**config.mk**
```make
export PLATFORM = sky130hd
export DESIGN_NAME = regfile_wb_ctrl
export DESIGN_NICKNAME = d
export VERILOG_FILES = /design/src/rtl/regfile_wb_ctrl.sv
export SDC_FILE = /design/constraint.sdc
export NUM_CORES = 1
export LEC_CHECK = 0
export ABC_CLOCK_PERIOD_IN_PS = 6000
export CAP_MARGIN = 40
export CORE_ASPECT_RATIO = 1.1
export CORE_MARGIN = 10
export CORE_UTILIZATION = 32
export CTS_CLUSTER_DIAMETER = 30
export DETAILED_ROUTE_END_ITERATION = 7
export GPL_ROUTABILITY_DRIVEN = 0
export MAX_ROUTING_LAYER = met4
export SETUP_SLACK_MARGIN = 0.15
export SLEW_MARGIN = 20
export SYNTH_ARGS = -nofsm -noshare
export SYNTH_HDL_FRONTEND = slang
export SYNTH_SLANG_ARGS = --single-unit
```
**constraint.sdc**
```tcl
create_clock -name clk -period 6 [get_ports clk]
set_input_delay 1.5 -clock clk [delete_from_list [all_inputs] [get_ports clk]]
set_output_delay 1.5 -clock clk [all_outputs]
set_load 0.01 [all_outputs]
```
**src/rtl/regfile_wb_ctrl.sv**
```systemverilog
// Write-back controller: two-source (ALU/load) round-robin arbiter feeding the register file write port.
// Optional forwarding outputs are enabled with the REGFILE_WB_FWD_EN macro.
module regfile_wb_ctrl #(
  parameter int CNT_W = 16
) (
  input  logic             clk,
  input  logic             rst,
  input  logic             alu_valid,
  output logic             alu_ready,
  input  logic [4:0]       alu_rd,
  input  logic [31:0]      alu_data,
  input  logic             mem_valid,
  output logic             mem_ready,
  input  logic [4:0]       mem_rd,
  input  logic [31:0]      mem_data,
  output logic [31:0]      wb_data,
  output logic [4:0]       wb_addr,
  output logic             wb_we,
  output logic             busy,
  output logic [CNT_W-1:0] conflict_cnt
`ifdef REGFILE_WB_FWD_EN
  ,
  input  logic [4:0]       fwd_addr1,
  input  logic [4:0]       fwd_addr2,
  output logic             fwd_hit1,
  output logic             fwd_hit2,
  output logic [31:0]      fwd_data1,
  output logic [31:0]      fwd_data2
`endif
);

  typedef enum logic {SRC_ALU, SRC_MEM} src_t;

  src_t        lastGrant;
  src_t        grantSrc;
  logic        grantAny;
  logic        grantAlu;
  logic        grantMem;

  logic        aluHoldV;
  logic [4:0]  aluHoldRd;
  logic [31:0] aluHoldData;
  logic        memHoldV;
  logic [4:0]  memHoldRd;
  logic [31:0] memHoldData;

  logic [4:0]  selRd;
  logic [31:0] selData;

  // Under contention the grant alternates away from the previous winner.
  always_comb begin
    grantAny = aluHoldV | memHoldV;
    grantSrc = SRC_ALU;
    if (aluHoldV && memHoldV)
      grantSrc = (lastGrant == SRC_ALU) ? SRC_MEM : SRC_ALU;
    else if (memHoldV)
      grantSrc = SRC_MEM;
    grantAlu = grantAny && (grantSrc == SRC_ALU);
    grantMem = grantAny && (grantSrc == SRC_MEM);
    selRd    = (grantSrc == SRC_MEM) ? memHoldRd   : aluHoldRd;
    selData  = (grantSrc == SRC_MEM) ? memHoldData : aluHoldData;
  end

  assign alu_ready = !aluHoldV || grantAlu;
  assign mem_ready = !memHoldV || grantMem;
  assign busy      = aluHoldV | memHoldV | wb_we;

  always_ff @(posedge clk or posedge rst) begin
    if (rst) begin
      aluHoldV    <= 1'b0;
      aluHoldRd   <= '0;
      aluHoldData <= '0;
    end else if (alu_valid && alu_ready) begin
      aluHoldV    <= 1'b1;
      aluHoldRd   <= alu_rd;
      aluHoldData <= alu_data;
    end else if (grantAlu) begin
      aluHoldV    <= 1'b0;
    end
  end

  always_ff @(posedge clk or posedge rst) begin
    if (rst) begin
      memHoldV    <= 1'b0;
      memHoldRd   <= '0;
      memHoldData <= '0;
    end else if (mem_valid && mem_ready) begin
      memHoldV    <= 1'b1;
      memHoldRd   <= mem_rd;
      memHoldData <= mem_data;
    end else if (grantMem) begin
      memHoldV    <= 1'b0;
    end
  end

  // x0 results still take the grant slot but never raise the write enable.
  always_ff @(posedge clk or posedge rst) begin
    if (rst) begin
      wb_we     <= 1'b0;
      wb_addr   <= '0;
      wb_data   <= '0;
      lastGrant <= SRC_ALU;
    end else if (grantAny) begin
      wb_we     <= (selRd != 5'd0);
      wb_addr   <= selRd;
      wb_data   <= selData;
      lastGrant <= grantSrc;
    end else begin
      wb_we     <= 1'b0;
    end
  end

  always_ff @(posedge clk or posedge rst) begin
    if (rst)
      conflict_cnt <= '0;
    else if (aluHoldV && memHoldV && (conflict_cnt != '1))
      conflict_cnt <= conflict_cnt + CNT_W'(1);
  end

`ifdef REGFILE_WB_FWD_EN
  assign fwd_hit1  = wb_we && (wb_addr == fwd_addr1) && (fwd_addr1 != 5'd0);
  assign fwd_hit2  = wb_we && (wb_addr == fwd_addr2) && (fwd_addr2 != 5'd0);
  assign fwd_data1 = fwd_hit1 ? wb_data : '0;
  assign fwd_data2 = fwd_hit2 ? wb_data : '0;
`endif

endmodule

```
==> results.md <==
* Final setup viols at 0
* Cell taking the most area after synthesis: dfrtp_1
* Syn Area/Cell at 12.8 um^2
* DP HPWL at 9650 um
* Most frequent cells after synthesis: dfrtp_1, nand2_1, mux2_1, a22oi_1, mux2_2
* Initial DRC count at 213
* Io pins at 135
* Clk root buf: clkbuf_16
* Share of the clock period used by the worst path at 0.552
* P_leak at 0.00319 uW
* Share of layout cells above drive strength 1 at 0.114
* Port Buffers at 134
* Cells after DPL at 741
* Grt total ovfl at 0
* Core area at 16,400 um^2
* Routed Antenna Nets at 0
* Area Overhead vs Synth at 42.0%
* Hold Violations, Final at 0
* Yosys top cell area share at 0.615
* Critical path capture point type: primary output
* Hold Path Class: reg2reg
* Global-route wire length before repair at 22,100 um
* Post-synth EDFFs at 0
* Place WS at 2760 ps
* DRC Markers at 0
* Most used DFF post-synth: dfrtp_1
* Bufs on Longest Clock Path at 2
* Via Count at 3,734
* Synth Area in XOR/XNOR at 0.0197
* Count leader, synth: dfrtp_1
* 1st-pass router iterations at 4
* Clock Sink Count at 131
* Synth top area cells: dfrtp_1, mux2_1, nand2_1
* Post-Syn Instances at 415
* Site Rows at 49
* Arrival @ worst endpoint at 1810 ps
* YS warnings at 0
* Max-slew violations at 0
* WL/cell at 17.8 um
* Ys async rst share at 1.00
* Slew @ Worst Pin at 690 ps
* Slew headroom at 0.538
* H-tree levels at 4
* Status: complete, no violations
* Max Clock Skew at 5.30 ps
* Complex-gate fraction of the synthesized area at 0.0584
* Die Ht at 155 um
* Critical-path maximum fanout at 6
* Full die area at 22,200 um^2
* Register cell area after layout at 3280 um^2
* Cell Pwr Density at 446 nW/um^2
* Tot GR Track Use at 0.132
* Worst setup margin at 2690 ps
* Reg clk slew, reported paths at 60 ps
* Minimum clock period at 3310 ps
* Synth Area in Simple Gates at 0.114
* Startpoint Class: flop
* Worst endpoint required time at 4500 ps
* Initial Util at 0.326
* Setup repair after global routing missed its margin: no
* Postcts setup bufs at 0
* Vias/cell at 4.82
* CTS resizes at 0
* Final WL at 13,800 um
* Hold buffers post-CTS at 0
* Fill cells at 1,501
* Initial antenna violation count at 1
* CTS tree: yes
* Peak supply drop at 216 uV
* Max_cap viols at 0
* Chip width at 143 um
* Pin count of the biggest net entering global routing at 93
* FF+latch count, synth at 131
* Synth Cell Area at 5330 um^2
* Proportion of synthesized area in mux cells at 0.170
* Kind of critical path: reg2out
* Post-route insts no fill at 775
* CTS buffer count at 17
* Largest family of logic cells by synthesized area: multiplexers
* Multi-input logic area at 1970 um^2
* Mapped Nets at 494
* Clock Latency Late Sink at 410 ps
* # nets final at 636
* Synth Area in Adders at 0.00235
* Sequential share of the synthesized area at 0.615
* Fmax at 302 MHz
* Final setup TNS at 0 ps
* Synth cell types at 39
* Worst Hold Margin at 463 ps
* Vias in the first global route at 4,093
-- critical path, stage by stage (launching register included) --
cell and delay, ps:
dfrtp_1 490, and2_4 240, nand2_1 120, clkdlybuf4s50_1 550
-- final timing paths --
| path | slack, ps | end | start | cells after the start |
|---|---|---|---|---|
| hold reg to reg | 460 | wb_data[31] | aluHoldData[31] | 2 |
| setup / recovery | 2690 | mem_ready | aluHoldV | 3 |
| setup reg to reg | 3910 | aluHoldRd[2] | aluHoldV | 5 |
| hold / removal | 460 | wb_data[31] | aluHoldData[31] | 2 |
| min in group asynchronous | 1480 | wb_addr[2] | rst | 2 |
| max in group asynchronous | 3360 | conflict_cnt[13] | rst | 4 |
-- through the flow --
stage | instance area, um^2 | total power [uW] | utilization
2_1_floorplan | 5330 | 1830 | -
3_3_place_gp | 6880 | 2340 | 0.420
3_5_place_dp | 6950 | 2390 | 0.425
4_1_cts | 7540 | 3440 | 0.461
5_1_grt | 7570 | 3590 | 0.463
6_report | 7570 | 3380 | 0.463
-- placed cells by master (no fill, tap or decap), types with 4 or more instances in the layout --
master,n
clkinv_2,4
dfrtp_1,131
a22oi_1,32
clkdlybuf4s50_1,134
o21ai_1,5
nand2_1,79
clkbuf_16,17
clkbuf_8,4
nand4_1,9
xnor2_1,9
mux2_2,14
mux2_1,62
nor3_1,4
mux2i_1,5
nor2_1,6
-- cells by family (layout without fill, tap and decap cells) --
family | count (synthesis) | count (layout)
adder cells (fa/ha/maj) | 1 | 1
other | 0 | 1
XOR/XNOR | 12 | 12
AND/OR/NAND/NOR | 127 | 127
AO/OA/AOI/OAI | 44 | 44
multiplexers | 81 | 81
buffers and inverters | 19 | 174
flip-flops | 131 | 131
-- report_power, final --
part	switching (uW)	internal, uW	total (uW)	leakage (uW)
registers	196	1170	1370	0.00156
logic	444	545	989	0.00135
clock network	372	652	1020	0.000285
total	1010	2370	3380	0.00319
-- layer usage --
metal	GRT usage	up-vias	wire length [um]
met5	-	-	0
met4	0.0462	0	163
met2	0.199	98	6420
li1	-	1762	-
met3	0.0448	19	907
met1	0.163	1855	6320
-- area by class of cell --
type	count	area share
Sequential cell	131	0.433
Multi-Input combinational cell	265	0.260
Timing Repair Buffer	141	0.194
Clock buffer	23	0.0644
Tap cell	204	0.0337
Clock inverter	9	0.0135
Inverter	1	0.00116
Antenna cell	1	0.000330
-- registers in the layout (all words and copies together), names as in the netlist, 5 cells and up --
| register | flops |
|---|---|
| aluHoldRd | 5 |
| wb_addr | 5 |
| memHoldRd | 5 |
| memHoldData | 32 |
| wb_data | 32 |
| aluHoldData | 32 |
| conflict_cnt | 16 |
Note: power is estimated with default switching activity, not from simulation.
